==> config.mk <==
export PLATFORM = sky130hd
export DESIGN_NAME = branch_target_buffer
export DESIGN_NICKNAME = d
export VERILOG_FILES = /design/src/rtl/branch_target_buffer_pkg.sv /design/src/rtl/branch_target_buffer.sv
export SDC_FILE = /design/constraint.sdc
export NUM_CORES = 2
export LEC_CHECK = 0
export BUFFER_PORTS_ARGS = -buffer_cell sky130_fd_sc_hd__buf_2
export CAP_MARGIN = 5
export CORE_UTILIZATION = 50
export DETAILED_ROUTE_END_ITERATION = 8
export PLACE_DENSITY = 0.65
export REMOVE_ABC_BUFFERS = 1
export SYNTH_ARGS = -nofsm -noshare
export SYNTH_HDL_FRONTEND = slang
export SYNTH_SLANG_ARGS = --single-unit
==> constraint.sdc <==
create_clock -name clk -period 8 [get_ports clk]
set_input_delay 1.6 -clock clk [delete_from_list [all_inputs] [get_ports clk]]
set_output_delay 1.6 -clock clk [all_outputs]
set_load 0.005 [all_outputs]
==> src/rtl/branch_target_buffer_pkg.sv <==
// Shared sizing, PC type and entry layout for the direct-mapped branch target buffer.
package branch_target_buffer_pkg;

  typedef logic [31:0] pc_t;

  localparam int BTB_ENTRIES = 64;
  localparam int BTB_INDEX_W = $clog2(BTB_ENTRIES);
  localparam int BTB_TAG_W   = 30 - BTB_INDEX_W;

  // Stored tag is sized for the smallest legal table (4 entries); larger tables zero-fill the top.
  localparam int BTB_TAG_STORE_W = 28;

  typedef struct packed {
    logic                       valid;
    logic [BTB_TAG_STORE_W-1:0] tag;
    logic [29:0]                target;
  } BtbEntry;

  typedef enum logic {
    INIT  = 1'b0,
    READY = 1'b1
  } btb_state_e;

endpackage

==> src/rtl/branch_target_buffer.sv <==
// Direct-mapped BTB: combinational lookup for fetch, single-cycle update from the memory-access
// stage, and a post-reset sweep that clears every valid bit before predictions are allowed.
module branch_target_buffer
  import branch_target_buffer_pkg::*;
#(
  parameter int ENTRIES = BTB_ENTRIES
) (
  input  logic clk,
  input  logic rst,
  input  pc_t  fetchPc,
  output logic hit,
  output pc_t  predictedTarget,
  output logic ready,
  input  pc_t  updPc,
  input  logic updIsBranch,
  input  logic updTaken,
  input  pc_t  updTarget
);

  localparam int            IW       = $clog2(ENTRIES);
  localparam logic [IW-1:0] LAST_IDX = IW'(ENTRIES - 1);

  btb_state_e                 state_q, state_d;
  logic [IW-1:0]              cnt_q, cnt_d;
  BtbEntry                    table_q [ENTRIES];

  logic [IW-1:0]              fetch_idx, upd_idx, vld_idx;
  logic [BTB_TAG_STORE_W-1:0] fetch_tag, upd_tag;
  logic                       vld_we, vld_val, tt_we;
  logic                       unused_pc_bits;

  assign fetch_idx      = fetchPc[IW+1:2];
  assign fetch_tag      = BTB_TAG_STORE_W'(fetchPc[31:IW+2]);
  assign upd_idx        = updPc[IW+1:2];
  assign upd_tag        = BTB_TAG_STORE_W'(updPc[31:IW+2]);
  assign unused_pc_bits = ^{fetchPc[1:0], updPc[1:0], updTarget[1:0]};

  assign ready = (state_q == READY);

  // Lookup reads the registered table, so a same-cycle update is only visible next cycle.
  always_comb begin
    hit             = 1'b0;
    predictedTarget = '0;
    if (ready && table_q[fetch_idx].valid && (table_q[fetch_idx].tag == fetch_tag)) begin
      hit             = 1'b1;
      predictedTarget = {table_q[fetch_idx].target, 2'b00};
    end
  end

  always_comb begin
    state_d = state_q;
    cnt_d   = cnt_q;
    vld_we  = 1'b0;
    vld_val = 1'b0;
    vld_idx = cnt_q;
    tt_we   = 1'b0;
    if (state_q == INIT) begin
      vld_we = 1'b1;
      if (cnt_q == LAST_IDX) begin
        state_d = READY;
      end else begin
        cnt_d = cnt_q + 1'b1;
      end
    end else if (updIsBranch) begin
      vld_idx = upd_idx;
      if (updTaken) begin
        vld_we  = 1'b1;
        vld_val = 1'b1;
        tt_we   = 1'b1;
      end else begin
        // A not-taken branch only evicts its own entry, never an alias sharing the index.
        vld_we = (table_q[upd_idx].tag == upd_tag);
      end
    end
  end

  always_ff @(posedge clk) begin
    if (!rst) begin
      state_q <= INIT;
      cnt_q   <= '0;
    end else begin
      state_q <= state_d;
      cnt_q   <= cnt_d;
    end
  end

  // Tags and targets are never reset; only the sweep and updates touch valid bits.
  always_ff @(posedge clk) begin
    if (rst && vld_we) begin
      table_q[vld_idx].valid <= vld_val;
    end
    if (rst && tt_we) begin
      table_q[upd_idx].tag    <= upd_tag;
      table_q[upd_idx].target <= updTarget[31:2];
    end
  end

endmodule

==> impl_metrics.csv <==
group,metric,value,unit
run_status,status,"finished, violations left",
run_status,violations,"design-rule violations, max-capacitance violations, max-slew violations",
layout,fill_cells,21300,
yosys,synth.most_common_cell,"edfxtp_1",
power_and_ir_drop,power.total,40100,uW
yosys,synth_enable_flop_cells,3520,
worst_setup_path,worstRegToRegCells,11,
timing,finalCritPeriodShare,98.2,%
global_routing,grt_pass1_vias,81600,
detailed_routing,dr.pass1.iters,9,
floorplan,dieWidth,545,um
timing,max_freq,0.127,GHz
detailed_routing,vias_per_cell,7.28,
worst_setup_path,critPathMaxStageDelay,0.56,ns
clock_tree,root_buffer,"clkbuf_16",
floorplan,core_area,294000,um^2
place,dpl.hpwl,268,mm
run,cap_violations,1,
global_routing,grt_usage,32.1,%
clock_tree,clkTransAtPathRegs,0.06,ns
yosys,syn_avg_cell_area,21.6,um^2
detailed_routing,drc,40,
clock_tree,ctsHoldBuffers,0,
worst_setup_path,cpMaxStageDelayCell,"mux4_2",
detailed_routing,wirelength,481,mm
floorplan,die_area,297000,um^2
worst_setup_path,r2r-start,"table_q[13][53]$_DFFE_PP_",
yosys,ys_ff_latch,3527,
floorplan,initial_core_util,50.2,%
layout,finalNonFillerCells,11500,
layout,final_cell_area,168000,um^2
floorplan,rows,199,
clock_tree,clock_sinks,3527,
layout,area_growth,13.7,%
detailed_routing,drt-initial-drc-count,14300,
worst_setup_path,r2r_setup_slack,2.92,ns
yosys,synth_common_cells,"edfxtp_1, mux4_2, mux2i_1",
place,dp_slack,-0.107,ns
global_routing,antenna_found_initial,30,
power_and_ir_drop,cellPowerDensity,239,nW/um^2
detailed_routing,ant_nets,0,
clock_tree,post_cts_buffers,0,
power_and_ir_drop,switching_share,21.8,%
power_and_ir_drop,leakagePower,0.0524,uW
layout,layout.nets,7326,
yosys,yosys-top-cells-area,"edfxtp_1, mux4_2, mux2i_1, a221oi_1, mux2_2",
yosys,synth.distinct_cells,68,
timing,final.setup.tns,0,ns
power_and_ir_drop,p_switching,8740,uW
power_and_ir_drop,clockPowerShare,43.3,%
worst_setup_path,start_kind,"primary input",
yosys,yosysSeqAreaShare,71.7,%
timing,rsz0062_at_grt,"false",
yosys,ys.warnings.count,0,
yosys,synthArstFlopShare,0,%
timing,relSlewSlack,-1.68,%
floorplan,ios,134,
clock_tree,clkLatencyLatePin,0.98,ns
worst_setup_path,crit_chain,"buf_12 -> buf_12 -> buf_4 -> buf_4 -> mux4_2 -> mux4_2 -> mux2i_2 -> a21oi_1 -> xnor2_2 -> nand4_1 -> nor3_1 -> buf_4 -> nand2_4 -> buf_12 -> a211oi_1 -> buf_4 -> buf_2",
worst_setup_path,worstPathMaxFanout,16,
worst_setup_path,cp.required,6.40,ns
power_and_ir_drop,p_int,31400,uW
timing,setup_viol,0,
clock_tree,cts-buffers-inserted,367,
timing,finalHoldViolCount,0,
clock_tree,cts_tree,"done",
worst_setup_path,timing.rr.end,"table_q[43][54]$_DFFE_PP_",
timing,setup_slack,0.147,ns
clock_tree,cts_max_level,5,
yosys,ys.flop_type,"edfxtp_1",
worst_hold_path,worstHoldStart,"cnt_q[5]$_SDFFE_PN0P_",
worst_hold_path,hold_path.class,"reg -> reg",
layout,drive_gt1_share,33.0,%
worst_setup_path,cp.arrival,6.25,ns
place,place_inst,10800,
power_and_ir_drop,seq_power_share,50.6,%
worst_setup_path,path_class,"in -> out",
detailed_routing,vias,83400,
yosys,netlist_area,148000,um^2
power_and_ir_drop,ir_worst_vdd,196,uV
worst_setup_path,cp-endpoint,"predictedTarget[18]",
place,placed_cell_area,156000,um^2
timing,finalCriticalPeriod,7.85,ns
global_routing,grt_max_degree,127,
worst_setup_path,startpoint,"fetchPc[2]",
worst_setup_path,crit_path_end_kind,"output pin",
place,numPortBuffers,125,
yosys,synthesis.instances,6844,
timing,skew,0.0631,ns
timing,worstMarginPinSlew,1.52,ns
yosys,yosys.area.top_type,"edfxtp_1",
power_and_ir_drop,combPwrFrac,6.1,%
worst_setup_path,cp_common_cell,"buf_4",
global_routing,grt_pass1_wl,659,mm
floorplan,fp.dieH,545,um
global_routing,grt-ovfl-total,0,
place,place.gp.congestion,0.912,
yosys,synth.top_cell.area_share,71.6,%
timing,maxSlewViolCount,14,
detailed_routing,wire_per_inst,42.0,um
clock_tree,clockBufferDepth,4,
sequential cells by signal, indices dropped and copies added, names as in the netlist:
register	count
cnt_q	6
table_q	3520
ready	1
cells by family (layout without fill, tap and decap cells):
logic type,Yosys count,count (layout),share of synthesized area [%]
buf+inv,524,1205,1.63
xor+xnor,48,48,0.285
simple gates,351,351,1.26
compound gates,854,854,4.41
flops,3527,3527,71.7
other cells,1,18,0.00254
fa+ha+maj,1,1,0.00848
mux,1538,1538,20.7
stage by stage:
step                hold slack (ns)  utilization [%]
finish                        0.582             57.1
global placement              0.534             52.9
global route                  0.598             57.1
CTS                           0.583             57.1
floorplan                     0.511                -
detailed placement            0.573             52.9
routing by layer:
metal / track usage (%) / wire length, um / share of wire (%)
met2: 48.2 / 215000 / 45
met4: 17.7 / 32000 / 6.6
met3: 7.94 / 58900 / 12
met5: 0.176 / 332 / 0.069
met1: 43.6 / 175000 / 36
worst min path at each step:
stage / end / depth (start not counted) / slack [ns]
finish: cnt_q[5]$_SDFFE_PN0P_ / 2 / 0.58
global route: cnt_q[5]$_SDFFE_PN0P_ / 2 / 0.60
CTS: cnt_q[5]$_SDFFE_PN0P_ / 2 / 0.58
detailed placement: cnt_q[5]$_SDFFE_PN0P_ / 2 / 0.57
global placement: cnt_q[5]$_SDFFE_PN0P_ / 2 / 0.53
floorplan: cnt_q[5]$_SDFFE_PN0P_ / 2 / 0.51
area by class of cell:
cell class              instances  area, um^2  share of cell area [%]
diodes                         16        40.0                  0.0239
clock inverters               238        2660                    1.58
inverters                       5        22.5                  0.0134
clock buffers                 432        9560                    5.69
flip-flops and latches       3527      106000                    63.1
multi-input cells            2794       40000                    23.8
repair buffers                530        4840                    2.89
well taps                    3919        4900                    2.92
cell usage in the layout, fill, tap and decap left out, types with 70 or more instances in the layout:
cell / n
edfxtp_1: 3520
a22oi_1: 89
buf_4: 318
clkbuf_16: 373
o21ai_0: 78
a21oi_1: 70
mux2i_1: 246
buf_2: 116
buf_12: 88
o22ai_1: 102
mux4_2: 1202
mux2_2: 88
a221oi_1: 206
critical path: cells and delay by family:
family / cells / cell delay (ns)
buffers and inverters: 8 / 1.51
and+or+nand+nor: 3 / 0.86
AOI/OAI and AO/OA: 2 / 0.53
muxes: 3 / 1.40
xor gates and xnor gates: 1 / 0.25
power groups by stage:
stage	logic (uW)	registers, uW	clock network (uW)
6_report	2440	20300	17400
5_1_grt	2520	20300	18200
4_1_cts	2400	20300	17500
3_5_place_dp	2400	20700	0
3_3_place_gp	2360	20700	0
2_1_floorplan	1080	20700	0
timing repair:
action                                  4_1_cts  5_1_grt
endpoints found under the setup margin        5        3
pin swaps                                     1        1
gates cloned                                  0        0
gates resized for setup                       3        3
Note: power is estimated with default switching activity, not from simulation.
